`config.mk`:
```
export PLATFORM = sky130hd
export DESIGN_NAME = bmem_arbiter
export DESIGN_NICKNAME = d
export VERILOG_FILES = /design/src/rtl/bmem_arbiter_pkg.sv /design/src/rtl/rr_arbiter2.sv /design/src/rtl/bmem_arbiter.sv
export SDC_FILE = /design/constraint.sdc
export NUM_CORES = 2
export LEC_CHECK = 0
export CELL_PAD_IN_SITES_DETAIL_PLACEMENT = 2
export CELL_PAD_IN_SITES_GLOBAL_PLACEMENT = 2
export CORE_AREA = 2 2 522 524
export DETAILED_ROUTE_END_ITERATION = 8
export DIE_AREA = 0 0 524 526
export HOLD_SLACK_MARGIN = 0.05
export PLACE_DENSITY = 0.53
export SYNTH_ARGS = -nofsm -noshare
export SYNTH_HDL_FRONTEND = slang
export SYNTH_HIERARCHICAL = 1
export SYNTH_SLANG_ARGS = --single-unit
```
`constraint.sdc`:
```
create_clock -name clk -period 3.5 [get_ports clk]
set_clock_uncertainty 0.1 [all_clocks]
set_input_delay 0.7 -clock clk [delete_from_list [all_inputs] [get_ports clk]]
set_output_delay 0.7 -clock clk [all_outputs]
set_load 0.02 [all_outputs]
```
`src/rtl/bmem_arbiter_pkg.sv`:
```
// Shared types for the two-core burst memory arbiter.
// State encoding, line geometry defaults and requester ids.
package bmem_arbiter_pkg;

  localparam int LINE_W_DEF = 256;
  localparam int BEATS_DEF  = LINE_W_DEF / 64;

  typedef enum logic [2:0] {
    IDLE,
    RD_ISSUE,
    RD_WAIT,
    WR_BURST,
    DONE
  } arb_state_e;

  typedef enum logic {
    PORT_C0 = 1'b0,
    PORT_C1 = 1'b1
  } port_id_e;

endpackage

```
`src/rtl/rr_arbiter2.sv`:
```
// Two-way round-robin grant: on a tie the requester not
// served last wins; a lone requester always wins.
module rr_arbiter2
  import bmem_arbiter_pkg::*;
(
  input  logic [1:0] req_i,
  input  port_id_e   last_i,
  output logic [1:0] gnt_o
);

  always_comb begin
    gnt_o = 2'b00;
    unique case (req_i)
      2'b11:   gnt_o = (last_i == PORT_C1) ? 2'b01 : 2'b10;
      default: gnt_o = req_i;
    endcase
  end

endmodule

```
`src/rtl/bmem_arbiter.sv`:
```
// Arbitrates two cache-line requesters onto a 64-bit burst memory.
// Define BMEM_ARB_LOCK_EN to block c0 on the c1 AMO reservation line.
module bmem_arbiter
  import bmem_arbiter_pkg::*;
#(
  parameter int LINE_W = LINE_W_DEF,
  parameter int BEATS  = BEATS_DEF
) (
  input  logic              clk,
  input  logic              rst,
  input  logic [31:0]       c0_addr,
  input  logic              c0_read,
  input  logic              c0_write,
  input  logic [LINE_W-1:0] c0_wdata,
  output logic [LINE_W-1:0] c0_rdata,
  output logic              c0_resp,
  input  logic [31:0]       c1_addr,
  input  logic              c1_read,
  input  logic              c1_write,
  input  logic [LINE_W-1:0] c1_wdata,
  output logic [LINE_W-1:0] c1_rdata,
  output logic              c1_resp,
  input  logic              lock,
  input  logic [31:0]       lock_addr,
  output logic [31:0]       bmem_addr,
  output logic              bmem_read,
  output logic              bmem_write,
  output logic [63:0]       bmem_wdata,
  input  logic              bmem_ready,
  input  logic [31:0]       bmem_raddr,
  input  logic [63:0]       bmem_rdata,
  input  logic              bmem_rvalid
);

  localparam int KW = (BEATS > 1) ? $clog2(BEATS) : 1;

  arb_state_e        state_q, state_d;
  logic [KW-1:0]     k_q, k_d;
  port_id_e          port_q, last_q;
  logic [31:0]       addr_q;
  logic [LINE_W-1:0] wdata_q, rbuf_q;
  logic [LINE_W-1:0] rdata0_q, rdata1_q;
  logic [LINE_W-1:0] line_fill;

  logic              c0_locked;
  logic [1:0]        req, gnt;
  logic              last_k, beat_hit;
  logic              sel_write;
  logic [31:0]       sel_addr;
  logic [LINE_W-1:0] sel_wdata;

`ifdef BMEM_ARB_LOCK_EN
  logic [4:0] unused_lock;
  assign unused_lock = lock_addr[4:0];
  assign c0_locked   = lock && (c0_addr[31:5] == lock_addr[31:5]);
`else
  logic [32:0] unused_lock;
  assign unused_lock = {lock, lock_addr};
  assign c0_locked   = 1'b0;
`endif

  assign req[0] = (c0_read | c0_write) & ~c0_locked;
  assign req[1] = c1_read | c1_write;

  rr_arbiter2 u_rr (
    .req_i  (req),
    .last_i (last_q),
    .gnt_o  (gnt)
  );

  // read+write together on one port counts as a write
  assign sel_write = gnt[1] ? c1_write : c0_write;
  assign sel_addr  = gnt[1] ? c1_addr  : c0_addr;
  assign sel_wdata = gnt[1] ? c1_wdata : c0_wdata;

  assign last_k   = (k_q == KW'(BEATS - 1));
  assign beat_hit = (state_q == RD_WAIT) && bmem_rvalid &&
                    (bmem_raddr == addr_q);

  always_comb begin
    line_fill = rbuf_q;
    line_fill[{k_q, 6'd0} +: 64] = bmem_rdata;
  end

  always_ff @(posedge clk or negedge rst) begin
    if (!rst) begin
      state_q <= IDLE;
      k_q     <= '0;
    end else begin
      state_q <= state_d;
      k_q     <= k_d;
    end
  end

  always_comb begin
    state_d = state_q;
    k_d     = k_q;
    unique case (state_q)
      IDLE: begin
        if (|gnt) state_d = sel_write ? WR_BURST : RD_ISSUE;
      end
      RD_ISSUE: begin
        if (bmem_ready) state_d = RD_WAIT;
      end
      RD_WAIT: begin
        if (beat_hit) begin
          k_d = k_q + 1'b1;
          if (last_k) state_d = DONE;
        end
      end
      WR_BURST: begin
        if (bmem_ready) begin
          k_d = k_q + 1'b1;
          if (last_k) state_d = DONE;
        end
      end
      DONE: begin
        state_d = IDLE;
        k_d     = '0;
      end
      default: begin
        state_d = IDLE;
        k_d     = '0;
      end
    endcase
  end

  always_ff @(posedge clk or negedge rst) begin
    if (!rst) begin
      port_q   <= PORT_C0;
      last_q   <= PORT_C1;
      addr_q   <= '0;
      wdata_q  <= '0;
      rbuf_q   <= '0;
      rdata0_q <= '0;
      rdata1_q <= '0;
    end else begin
      if (state_q == IDLE && (|gnt)) begin
        port_q  <= gnt[1] ? PORT_C1 : PORT_C0;
        addr_q  <= sel_addr;
        wdata_q <= sel_wdata;
      end
      // port rdata only changes when the full line is in
      if (beat_hit) begin
        rbuf_q <= line_fill;
        if (last_k) begin
          if (port_q == PORT_C1) rdata1_q <= line_fill;
          else                   rdata0_q <= line_fill;
        end
      end
      if (state_q == DONE) last_q <= port_q;
    end
  end

  always_comb begin
    bmem_read  = (state_q == RD_ISSUE);
    bmem_write = (state_q == WR_BURST);
    bmem_addr  = '0;
    bmem_wdata = '0;
    c0_resp    = 1'b0;
    c1_resp    = 1'b0;
    if (bmem_read || bmem_write) bmem_addr = addr_q;
    if (bmem_write) bmem_wdata = wdata_q[{k_q, 6'd0} +: 64];
    if (state_q == DONE) begin
      c0_resp = (port_q == PORT_C0);
      c1_resp = (port_q == PORT_C1);
    end
  end

  assign c0_rdata = rdata0_q;
  assign c1_rdata = rdata1_q;

endmodule

```
==> results.tsv <==
stage	metric	value	unit
outcome	status	finished clean	
routing	vias	40000	
clock_tree	clk sinks	1063	
synthesis	ys flop type	dfrtp_1	
power	pwr dens	401	nW/µm²
clock_tree	CTS Buf Count	138	
cells_and_area	most common cell after layout, fill and taps aside	clkdlybuf4s50_1	
synthesis	Post-Syn Nets	5105	
timing	final period utilization	0.980	
placed_design	Final HPWL DP	196	mm
worst_setup_path	crit path DAT	2.63	ns
worst_setup_path	crit path launch type	flip-flop	
synthesis	Seq/Total Area, Yosys	0.544	
worst_setup_path	Worst Setup SP	k_q[0]$_DFFE_PN0P_	
placed_design	placed inst area	67300	µm²
die	Core Area	270000	µm²
routing	Antenna Violating Nets Remaining	0	
die	I/O pin count	1325	
cells_and_area	Area Growth Syn to Fin	48.3	%
power	Peak VDD IR	432	µV
placed_design	PortBufs	1291	
worst_setup_path	CP endpoint kind	primary output	
placed_design	gpl congestion	0.941	
synthesis	post-synth top area cell	dfrtp_1	
die	site row count	191	
routing	DRT Wirelength	256	mm
synthesis	Yosys reg bits	1063	
synthesis	Ys Warns	6	
worst_setup_path	Data required, critical path	2.70	ns
cells_and_area	Final #Nets	6407	
timing	final hold slack	0.372	ns
synthesis	post-synth top area share	0.544	
global_route	first-pass GRT wire length	353	mm
timing	setup TNS	0	ns
clock_tree	Worst-Skew Late Latency	0.83	ns
routing	routed wire length per instance	27.2	µm
synthesis	mapped cell area	48900	µm²
timing	RSZ-0062 raised after global routing	yes	
die	chip width	524	µm
timing	Rel. slew slack	0.186	
synthesis	EDFF count, synth	0	
power	P_leak	34.8	nW
routing	DRC	0	
placed_design	dpl cells	9095	
clock_tree	CTS H-tree lvls	4	
die	die footprint	276000	µm²
timing	Worst-Margin Slew	1.21	ns
die	Initial Utilization	0.181	
worst_setup_path	worst r2r src	state_q[1]$_DFFE_PN0P_	
run	Max Cap Violations	0	
synthesis	Syn Inst Count	4386	
routing	Initial DRT Pass Iterations	5	
routing	initial drt markers	1691	
timing	post-layout min period	3.43	ns
timing	Final Hold Fails	0	
worst_setup_path	CP Class	flip-flop to primary output	
routing	DR vias/cell	4.26	
clock_tree	clock root buffer	clkbuf_16	
synthesis	Mean Syn Cell Area	11.1	µm²
cells_and_area	fill count	29300	
clock_tree	CTS Buffer Depth	3	
global_route	initial antenna violation count	106	
die	Die Height	526	µm
worst_setup_path	critical path cell sequence	buf_12 -> buf_8 -> buf_6 -> mux4_2 -> and3_4 -> buf_2	
global_route	All-Layer GR Usage	0.181	
global_route	largest net degree at the start of global routing	122	
cells_and_area	most frequent cells in the layout	clkdlybuf4s50_1, dfrtp_1, a21oi_1	
cells_and_area	share of cells above drive strength 1	0.120	
timing	final setup margin	0.0708	ns
synthesis	Area contributors post-synth	dfrtp_1, mux2_1, mux2i_1	
synthesis	ys async rst share	1.00	
worst_setup_path	crit path max-delay cell type	mux4_2	
worst_setup_path	R2R Setup Slk	0.17	ns
timing	fmax	292	MHz
timing	Final setup viols	0	
timing	max-slew violation count	0	
min_path	Hold Path Class	primary input to async pin	
worst_setup_path	Worst path max stage delay	0.58	ns
cells_and_area	Cell Count, Final, Fillers Out	9401	
clock_tree	CTS clk-pin slew, worst paths	0.06	ns
clock_tree	CTS tree	built	
synthesis	synth unique cells	47	
worst_setup_path	worst-path fanout max	6	
placed_design	worst slack, placed	-0.889	ns
global_route	Overflow after GRT	0	
global_route	vias in the first global route	43600	
cells_and_area	fin area	72500	µm²
cells by family (layout without fill, tap and decap cells):
group,count (synthesis),count (layout),synth area share
other,0,32,0
AO/OA/AOI/OAI,1075,1075,0.124
adder cells (fa/ha/maj),6,6,0.00154
flip-flops,1063,1063,0.544
XOR/XNOR,27,27,0.00484
AND/OR/NAND/NOR,691,691,0.0604
multiplexers,866,866,0.207
buffers and inverters,658,2071,0.0580
area by class of cell:
class / instances / area [µm²] / share of cell area
inverters: 265 / 995 / 0.0137
clock buffers: 212 / 4080 / 0.0563
clock inverters: 39 / 657 / 0.00907
repair buffers: 1555 / 15900 / 0.219
multi-input cells: 2665 / 19700 / 0.272
well taps: 3570 / 4470 / 0.0616
diodes: 32 / 80.1 / 0.00111
flip-flops and latches: 1063 / 26600 / 0.367
path summary, 6_finish.rpt:
path                                             endpoint  depth (start not counted)
worst max register to register  c0_rdata[232]$_DFFE_PN0P_                          9
min in group clk                 c0_rdata[98]$_DFFE_PN0P_                          1
worst min register to register   c0_rdata[98]$_DFFE_PN0P_                          1
worst min-delay path               wdata_q[5]$_DFFE_PN0P_                          2
worst max-delay path                       bmem_wdata[12]                          6
max in group asynchronous        wdata_q[158]$_DFFE_PN0P_                          3
synth_stat cells, types with 2 or more instances:
cell	n
nor3_1	4
nand3b_1	2
clkbuf_1	203
mux4_2	64
nor2_1	293
ha_1	6
nand2_1	265
o21ai_0	261
a21o_1	258
dfrtp_1	1062
mux2_2	34
and3_1	65
nand4_1	3
a2111oi_0	2
xnor2_1	14
or3_1	2
or2_2	2
nand2b_1	2
inv_1	264
clkbuf_2	3
and2_1	38
mux2i_1	288
buf_1	24
xor2_1	13
buf_2	101
mux2_1	480
a21oi_1	546
nor2b_1	4
nand3_1	3
nor4b_1	2
buf_4	62
per-stage QoR:
step | utilization | power, W
3_3_place_gp | 0.250 | 0.0145
5_1_grt | 0.268 | 0.0301
3_5_place_dp | 0.250 | 0.0145
4_1_cts | 0.269 | 0.0296
6_report | 0.269 | 0.0290
2_1_floorplan | - | 0.0130
flip-flops by register name (all words and copies together), names as in the netlist:
signal    cells
c1_rdata    256
addr_q       32
rbuf_q      256
last_q        1
c0_rdata    256
state_q       3
wdata_q     256
port_q        1
k_q           2
critical path, delay by kind of cell (launching register included):
family                 cells  cell delay (ns)
AND/OR/NAND/NOR            1             0.22
flip-flops                 1             0.42
buffers and inverters      4             0.57
multiplexers               1             0.58
metal layers:
layer  wire length (µm)  up-vias  part of all wire  GRT usage
li1                   -    17600                 -          -
met5                423        -            0.0017          0
met1             104000    20800              0.41      0.216
met3              16200      349             0.063     0.0477
met4               5710       64             0.022     0.0471
met2             129000     1161              0.50      0.319
power by group:
part             switching [W]  internal (W)
clock network          0.00624       0.00854
registers      0.0000000000324        0.0123
logic                 0.000987      0.000961
timing repair:
item | in CTS | in global routing
hold endpoints to repair | 10 | 0
setup buffers | 19 | 2
endpoints found under the setup margin | 752 | 90
pin swaps | 0 | 2
hold buffers | 1 | 0
gates resized for setup | 397 | 44
gates cloned | 6 | 1
Note: power is estimated with default switching activity, not from simulation.
